==> config.mk <==
export PLATFORM = sky130hd
export DESIGN_NAME = imm_gen_pipe
export DESIGN_NICKNAME = d
export VERILOG_FILES = /design/src/rtl/imm_gen_pipe_pkg.sv /design/src/rtl/imm_decode.sv /design/src/rtl/imm_gen_pipe.sv
export SDC_FILE = /design/constraint.sdc
export NUM_CORES = 1
export LEC_CHECK = 0
export ABC_AREA = 1
export CAP_MARGIN = 20
export CORE_ASPECT_RATIO = 0.8
export CORE_MARGIN = 5
export CORE_UTILIZATION = 51
export DETAILED_ROUTE_END_ITERATION = 12
export DONT_BUFFER_PORTS = 1
export GPL_ROUTABILITY_DRIVEN = 1
export PLACE_DENSITY_LB_ADDON = 0.2
export SLEW_MARGIN = 20
export SYNTH_ARGS = -nofsm -noshare
export SYNTH_HDL_FRONTEND = slang
export SYNTH_SLANG_ARGS = --single-unit
==> constraint.sdc <==
create_clock -name clk -period 2.5 [get_ports clk]
set_clock_uncertainty 0.05 [all_clocks]
set_input_delay 0.125 -clock clk [delete_from_list [all_inputs] [get_ports clk]]
set_output_delay 0.125 -clock clk [all_outputs]
set_load 0.02 [all_outputs]
==> src/rtl/imm_gen_pipe_pkg.sv <==
// Shared encodings for the decode-stage immediate generator: opcodes, format codes and
// the funct3 bit that selects the CSR immediate form.
package imm_gen_pipe_pkg;

  localparam logic [6:0] OPC_LOAD     = 7'b0000011;
  localparam logic [6:0] OPC_MISC_MEM = 7'b0001111;
  localparam logic [6:0] OPC_OP_IMM   = 7'b0010011;
  localparam logic [6:0] OPC_AUIPC    = 7'b0010111;
  localparam logic [6:0] OPC_STORE    = 7'b0100011;
  localparam logic [6:0] OPC_OP       = 7'b0110011;
  localparam logic [6:0] OPC_LUI      = 7'b0110111;
  localparam logic [6:0] OPC_BRANCH   = 7'b1100011;
  localparam logic [6:0] OPC_JALR     = 7'b1100111;
  localparam logic [6:0] OPC_JAL      = 7'b1101111;
  localparam logic [6:0] OPC_SYSTEM   = 7'b1110011;

  typedef enum logic [2:0] {
    FMT_I = 3'd0,
    FMT_S = 3'd1,
    FMT_B = 3'd2,
    FMT_J = 3'd3,
    FMT_U = 3'd4,
    FMT_Z = 3'd5,
    FMT_R = 3'd6
  } imm_fmt_e;

  // funct3 occupies instr[14:12]; bit 2 of funct3 marks the CSR-immediate variants
  localparam int FUNCT3_CSR_IMM_BIT = 2;
  localparam int FUNCT3_LSB         = 12;

  function automatic logic [31:0] sext12(input logic [11:0] v);
    return {{20{v[11]}}, v};
  endfunction

endpackage

==> src/rtl/imm_decode.sv <==
// Combinational RV32 immediate decoder: instr -> {imm, fmt, illegal}, extended to XLEN bits.
module imm_decode
  import imm_gen_pipe_pkg::*;
#(
  parameter int XLEN   = 32,
  parameter int CSR_EN = 1
) (
  input  logic [31:0]     instr,
  output logic [XLEN-1:0] imm,
  output logic [2:0]      fmt,
  output logic            illegal
);

  logic [6:0]  opcode_s;
  logic [31:0] imm32_s;
  imm_fmt_e    fmt_s;
  logic        zext_s;
  logic        csr_imm_s;

  assign opcode_s  = instr[6:0];
  assign csr_imm_s = (CSR_EN != 0) && instr[FUNCT3_LSB + FUNCT3_CSR_IMM_BIT];

  // Select the immediate layout from the opcode; a 32-bit value is built first, then widened
  always_comb begin
    imm32_s = sext12(instr[31:20]);
    fmt_s   = FMT_I;
    zext_s  = 1'b0;
    illegal = 1'b0;
    case (opcode_s)
      OPC_LOAD, OPC_OP_IMM, OPC_JALR, OPC_MISC_MEM: begin
        imm32_s = sext12(instr[31:20]);
        fmt_s   = FMT_I;
      end
      OPC_SYSTEM: begin
        if (csr_imm_s) begin
          imm32_s = {27'd0, instr[19:15]};
          fmt_s   = FMT_Z;
          zext_s  = 1'b1;
        end else begin
          imm32_s = sext12(instr[31:20]);
          fmt_s   = FMT_I;
        end
      end
      OPC_STORE: begin
        imm32_s = sext12({instr[31:25], instr[11:7]});
        fmt_s   = FMT_S;
      end
      OPC_BRANCH: begin
        imm32_s = {{19{instr[31]}}, instr[31], instr[7], instr[30:25], instr[11:8], 1'b0};
        fmt_s   = FMT_B;
      end
      OPC_JAL: begin
        imm32_s = {{11{instr[31]}}, instr[31], instr[19:12], instr[20], instr[30:21], 1'b0};
        fmt_s   = FMT_J;
      end
      OPC_LUI, OPC_AUIPC: begin
        imm32_s = {instr[31:12], 12'd0};
        fmt_s   = FMT_U;
      end
      OPC_OP: begin
        imm32_s = 32'd0;
        fmt_s   = FMT_R;
      end
      default: begin
        imm32_s = sext12(instr[31:20]);
        fmt_s   = FMT_I;
        illegal = 1'b1;
      end
    endcase
  end

  // Only the CSR zimm is zero-extended; everything else fills from bit 31
  always_comb begin
    if (zext_s) begin
      imm = XLEN'(imm32_s);
    end else begin
      imm = XLEN'($signed(imm32_s));
    end
  end

  assign fmt = fmt_s;

endmodule

==> src/rtl/imm_gen_pipe.sv <==
// Registered immediate generator with valid/ready handshake and an optional 1-entry skid
// buffer so a stalled EX stage never loses an instruction.
module imm_gen_pipe
  import imm_gen_pipe_pkg::*;
#(
  parameter int XLEN    = 32,
  parameter int SKID_EN = 1,
  parameter int CSR_EN  = 1
) (
  input  logic            clk,
  input  logic            rst_n,
  input  logic            flush,
  input  logic            in_valid,
  output logic            in_ready,
  input  logic [31:0]     instr,
  output logic            out_valid,
  input  logic            out_ready,
  output logic [XLEN-1:0] imm,
  output logic [2:0]      fmt,
  output logic            illegal
);

  localparam int PW = XLEN + 4;

  logic [XLEN-1:0] dec_imm_s;
  logic [2:0]      dec_fmt_s;
  logic            dec_illegal_s;
  logic [PW-1:0]   dec_s;
  logic [PW-1:0]   out_r;
  logic [PW-1:0]   skid_r;
  logic            out_valid_r;
  logic            skid_valid_r;
  logic            in_ready_s;
  logic            accept_s;
  logic            out_free_s;

  imm_decode #(
    .XLEN   (XLEN),
    .CSR_EN (CSR_EN)
  ) u_decode (
    .instr   (instr),
    .imm     (dec_imm_s),
    .fmt     (dec_fmt_s),
    .illegal (dec_illegal_s)
  );

  assign dec_s = {dec_imm_s, dec_fmt_s, dec_illegal_s};

  // Without the skid entry, accepts are only possible when the output register is free
  always_comb begin
    if (SKID_EN != 0) begin
      in_ready_s = ~skid_valid_r;
    end else begin
      in_ready_s = out_ready | ~out_valid_r;
    end
  end

  assign accept_s   = in_valid & in_ready_s;
  assign out_free_s = ~out_valid_r | out_ready;

  // Valid bits: flush beats every handshake; a full skid entry has priority over new input
  always_ff @(posedge clk or negedge rst_n) begin
    if (!rst_n) begin
      out_valid_r  <= 1'b0;
      skid_valid_r <= 1'b0;
    end else if (flush) begin
      out_valid_r  <= 1'b0;
      skid_valid_r <= 1'b0;
    end else if (out_free_s) begin
      if (skid_valid_r) begin
        out_valid_r  <= 1'b1;
        skid_valid_r <= 1'b0;
      end else begin
        out_valid_r <= accept_s;
      end
    end else if (accept_s && (SKID_EN != 0)) begin
      skid_valid_r <= 1'b1;
    end
  end

  // Payload registers hold their last value when idle or flushed, so outputs never go X
  always_ff @(posedge clk or negedge rst_n) begin
    if (!rst_n) begin
      out_r  <= '0;
      skid_r <= '0;
    end else if (!flush) begin
      if (out_free_s) begin
        if (skid_valid_r) begin
          out_r <= skid_r;
        end else if (accept_s) begin
          out_r <= dec_s;
        end
      end else if (accept_s) begin
        skid_r <= dec_s;
      end
    end
  end

  assign in_ready  = in_ready_s;
  assign out_valid = out_valid_r;
  assign imm       = out_r[PW-1:4];
  assign fmt       = out_r[3:1];
  assign illegal   = out_r[0];

endmodule

## Word-level counts from Yosys, hierarchy flattened

Index checks and enable logic that the tools add are counted.
Widths: inputs -> output; s select.

| storage, ports and cells | value |
|---|---|
| output and inout port bits | 38 |
| register bits | 74 |
| word-level logic and storage cells | 41 |
| input bits | 37 |

| cells by class | value |
|---|---|
| equal/unequal tests | 11 |
| muxes and demuxes | 13 |
| reductions and logical operators | 7 |
| bitwise logic cells | 6 |

Operator list:

| cell | count |
|---|---|
| $pmux 32 s6 | 1 |
| $mux 36 | 2 |
| $mux 32 | 1 |
| $eq 7x7->1 const B | 4 |
| $eq 7x6->1 const B | 3 |
| $pmux 3 s6 | 1 |
| $eq 7x5->1 const B | 2 |
| $reduce_or 11->1 | 1 |
| $eq 7x2->1 const B | 1 |
| $eq 7x4->1 const B | 1 |
| $mux 1 | 7 |
| $reduce_and 3->1 | 2 |
| $not 1->1 | 4 |
| $reduce_bool 2->1 | 2 |
| $mux 3 | 1 |
| $reduce_bool 3->1 | 1 |
| $reduce_or 2->1 | 1 |
| $and 1x1->1 | 1 |
| $or 1x1->1 | 1 |

## Logic depth before layout (Yosys ltp)

| depth | value |
|---|---|
| depth after elaboration | 5 |
| depth in mapped cells | 11 |
| gate-level depth less buffers | 10 |

## Hierarchy

A second synthesis with hierarchy kept.

| unflattened totals | value |
|---|---|
| cells, all modules | 660 |
| area, all modules | 4,425.5 sq um |

By module, submodules not included:

| module | area an instance (sq um) | times used | cells each | seq. area each (sq um) |
|---|---|---|---|---|
| imm_gen_pipe | 3,407.0 | 1 | 441 | 1,851.8 |
| imm_decode | 1,018.5 | 1 | 219 | 0.0 |

## Worst setup path before layout

No wires, ideal clock.

| timing path | value |
|---|---|
| path type | reg-to-reg |
| start point | reg skid_valid_r |
| end point | reg out_r[15] |
| arrival | 1.457 ns |
| library setup time | 0.117 ns |
| path slack | 0.876 ns |
| required time | 2.333 ns |
| cell stages (with the launch flop) | 8 |
| buffers on the path | 3 |
| cell sequence | dfrtp_1 buf_2 inv_1 clkbuf_1 clkbuf_1 nand3_1 nand2_1 nand2_1 |

| on the way | value |
|---|---|
| cells in the longest elaborated chain, start to end | 4 |
| elaborated cells on any way between the ends | 5 |
| classes of those cells | mux: 1; bitwise: 2; reduce/logical: 2 |

Ends and longest elaborated chain:

| element | line | RTL |
|---|---|---|
| start: declaration | imm_gen_pipe.sv:32 | `logic skid_valid_r;` |
| start signal: assignment | imm_gen_pipe.sv:65 | `skid_valid_r <= 1'b0;` |
| start signal: assignment | imm_gen_pipe.sv:68 | `skid_valid_r <= 1'b0;` |
| start signal: assignment | imm_gen_pipe.sv:72 | `skid_valid_r <= 1'b0;` |
| $not 1->1 | imm_gen_pipe.sv:52 | `in_ready_s = ~skid_valid_r;` |
| named net in_ready | imm_gen_pipe.sv:14 | `output logic in_ready,` |
| $and 1x1->1 | imm_gen_pipe.sv:58 | `assign accept_s = in_valid & in_ready_s;` |
| $reduce_bool 2->1 (no source line) | - |  |
| $reduce_and 3->1 (no source line) | - |  |
| end signal: assignment | imm_gen_pipe.sv:89 | `out_r <= skid_r;` |
| end signal: assignment | imm_gen_pipe.sv:91 | `out_r <= dec_s;` |
| end: declaration | imm_gen_pipe.sv:29 | `logic [PW-1:0] out_r;` |

The timed path passes the listed nets, and every way through them passes these cells.
A chain may end at the register's enable or synchronous reset.

## Worst setup path in the final report

| timing path | value |
|---|---|
| start point | reg out_valid_r (netlist: out_valid) |
| end point | reg skid_r[12] |

| on the way | value |
|---|---|
| cells in the longest elaborated chain, start to end | 4 |

Ends and longest elaborated chain:

| element | line | RTL |
|---|---|---|
| start: declaration | imm_gen_pipe.sv:31 | `logic out_valid_r;` |
| start signal: assignment | imm_gen_pipe.sv:74 | `out_valid_r <= accept_s;` |
| $not 1->1 | imm_gen_pipe.sv:59 | `assign out_free_s = ~out_valid_r \| out_ready;` |
| $or 1x1->1 | imm_gen_pipe.sv:59 |  |
| $not 1->1 (no source line) | - |  |
| $reduce_and 3->1 (no source line) | - |  |
| end signal: assignment | imm_gen_pipe.sv:94 | `skid_r <= dec_s;` |
| end: declaration | imm_gen_pipe.sv:30 | `logic [PW-1:0] skid_r;` |

Every way passes these cells.

==> reports/summary.txt <==
initial cell density of the core -> 52.4%
most area-consuming cells after synthesis -> dfrtp_1 45%, nand2_1 19%, nand3_1 9.9%, nor2_1 6.7%, inv_1 3.3%
HP Class -> primary input to register
Crit Path Max Fanout -> 25
Seq pwr share -> 52.5%
Mapped Nets -> 641
NetSw -> 1.01 mW
Critical Setup Path Class -> register to register
pins over their slew limit -> 0
clock root cell -> clkbuf_8
largest net degree at the start of global routing -> 75
Area Growth Syn to Fin -> 11.4%
Post-synth EDFFs -> 0
register area share after synthesis -> 44.5%
dpl cells -> 687
# setup viols final -> 0
fin cells -> 720
clk_lat worst skew -> 0.35 ns
total congestion overflow -> 0
Final Hold Fails -> 0
post-synth top area share -> 44.5%
GRT Overall Usage -> 23.1%
count leader, synth -> nand2_1
post-layout minimum cycle time -> 1.85 ns
crit start category -> register
CTS tree -> built
routed len/inst -> 15.4 µm
Die H -> 90.8 µm
ys async rst share -> 100%
Worst Hold Path Cells -> 4
Final nets -> 645
Slew headroom -> 47.4%
vias in the first global route -> 3689
DPL Wire Length -> 7450 µm
period utilization -> 74.2%
Register-to-Register Path Depth -> 6
row count -> 29
synth unique cells -> 25
kind of end point of the critical path -> register
1st-pass router iterations -> 6
Core Box Area -> 7950 µm²
hold_buf cts -> 18
Leak Pwr -> 2.50 nW
Clock power frac -> 32.6%
Max-Cap Viols -> 0
number of port buffers -> 0
cells after synthesis -> 604
cell-internal power -> 2.21 mW
sw frac -> 31.5%
H-tree lvl count -> 3
layout cells sized above 1 -> 6.54%
highest clock rate -> 539 MHz
CTS sink cnt -> 74
Iter 0 DRT Violations -> 306
Avg Cell Area, Syn -> 6.89 µm²
leading area contributor after synthesis -> dfrtp_1
TNS Setup -> 0 ns
clk buf depth -> 2
Req. time, crit path -> 2.63 ns
first-pass GRT wire length -> 19000 µm
#FFs+latches synth -> 74
CTS Buf Count -> 9
Max IR drop VDD -> 0.000384 V
CP arrival -> 1.98 ns
Pwr Density -> 695 nW/µm²
DRC viols -> 0
via/cell ratio -> 5.37
outcome -> complete, no violations
final setup margin -> 0.646 ns
initial antenna violation count -> 0
total routed wirelength -> 11100 µm
Final ANT Viol Nets -> 0
Synth Warn # -> 0
most frequent cells after synthesis -> 215 x nand2_1, 82 x nand3_1, 74 x dfrtp_1, 74 x nor2_1, 37 x inv_1
Post-Synthesis Cell Area -> 4160 µm²
number of inserted diodes -> 0
number of fill cells in the layout -> 756
Worst-path clk slew -> 0.08 ns
Gate power share -> 14.9%
Post-CTS Setup Inserts -> 0
pre-CTS WS -> 0.672 ns
Die Area -> 10100 µm²
Die Width -> 111 µm
RSZ-0062 raised after global routing -> no
hold slack -> 0.0325 ns
actual slew at the worst max-slew pin -> 0.788 ns
post-CTS sizing -> 0
IO Pins -> 75
vias -> 3864
ys flop type -> dfrtp_1
GP Congestion -> 0.914
==> per-layer routing <==
metal	global-route usage, %	part of all wire, %	up-vias	wire length (µm)
met3	6.90	8.1	18	895
met1	32.9	46	1774	5080
li1	-	-	1935	-
met5	0	0	-	0
met4	6.46	1.5	0	170
met2	34.0	44	137	4920
==> power by group through the flow <==
| stage | combinational (mW) | sequential (mW) | clock (mW) |
|---|---|---|---|
| after CTS | 0.483 | 1.69 | 1.06 |
| after detailed placement | 0.427 | 1.71 | 0 |
| after global routing | 0.566 | 1.72 | 1.12 |
| after floorplan | 0.350 | 1.67 | 0 |
| after global placement | 0.405 | 1.70 | 0 |
| final | 0.480 | 1.69 | 1.05 |
==> critical path: stages, from the launching register on <==
cell     delay (ns)
dfrtp_1        0.46
inv_1          0.11
nor2_1         0.04
nand2_1        0.12
nor3_2         0.06
inv_1          0.58
o21ai_0        0.26
==> stage by stage <==
step | utilization, % | area (µm²) | power (mW)
final | 58.3 | 4630 | 3.22
after global placement | 53.1 | 4220 | 2.11
after floorplan | - | 4160 | 2.02
after detailed placement | 53.1 | 4220 | 2.14
after CTS | 58.3 | 4630 | 3.23
after global routing | 58.3 | 4630 | 3.41
==> cell families after synthesis <==
family                 after synthesis  share of synthesized area [%]
AO/OA/AOI/OAI                       67                           8.84
buffers and inverters               74                           7.34
flip-flops                          74                           44.5
AND/OR/NAND/NOR                    389                           39.3
==> state kept, by name, summed over array words and instances (netlist names) <==
name and flops:
skid_valid_r 1, out_valid 1, skid_r 36, out_r 36
==> layout by cell type, fill, tap and decap left out, types with 4 or more instances in the layout <==
| cell | n |
|---|---|
| a21o_1 | 6 |
| a21oi_1 | 15 |
| a31oi_1 | 6 |
| buf_4 | 10 |
| clkbuf_8 | 10 |
| dfrtp_1 | 74 |
| dlygate4sd3_1 | 17 |
| inv_1 | 36 |
| nand2_1 | 214 |
| nand3_1 | 82 |
| nand4_1 | 5 |
| nor2_1 | 74 |
| nor2_4 | 4 |
| o21ai_0 | 27 |
| o21ai_1 | 11 |
==> final timing paths <==
check	from	endpoint	slack (ns)
min	in_valid	out_valid$_DFFE_PN0N_	0.03
max reg2reg	out_valid$_DFFE_PN0N_	skid_r[12]$_DFFE_PN0P_	0.65
max	out_valid$_DFFE_PN0N_	skid_r[12]$_DFFE_PN0P_	0.65
min in group asynchronous	rst_n	out_r[15]$_DFFE_PN0P_	0.25
min reg2reg	skid_r[2]$_DFFE_PN0P_	skid_r[2]$_DFFE_PN0P_	0.43
max in group asynchronous	rst_n	out_r[7]$_DFFE_PN0P_	1.81
==> final cells by class <==
cell class	instances	area, µm²	area share, %
Multi-Input combinational cell	456	2010	43.4
Inverter	39	146	3.16
Sequential cell	74	1850	40.0
Timing Repair Buffer	28	273	5.89
Tap cell	108	135	2.92
Clock buffer	11	141	3.05
Clock inverter	4	76.3	1.65
Note: power is estimated with default switching activity, not from simulation.
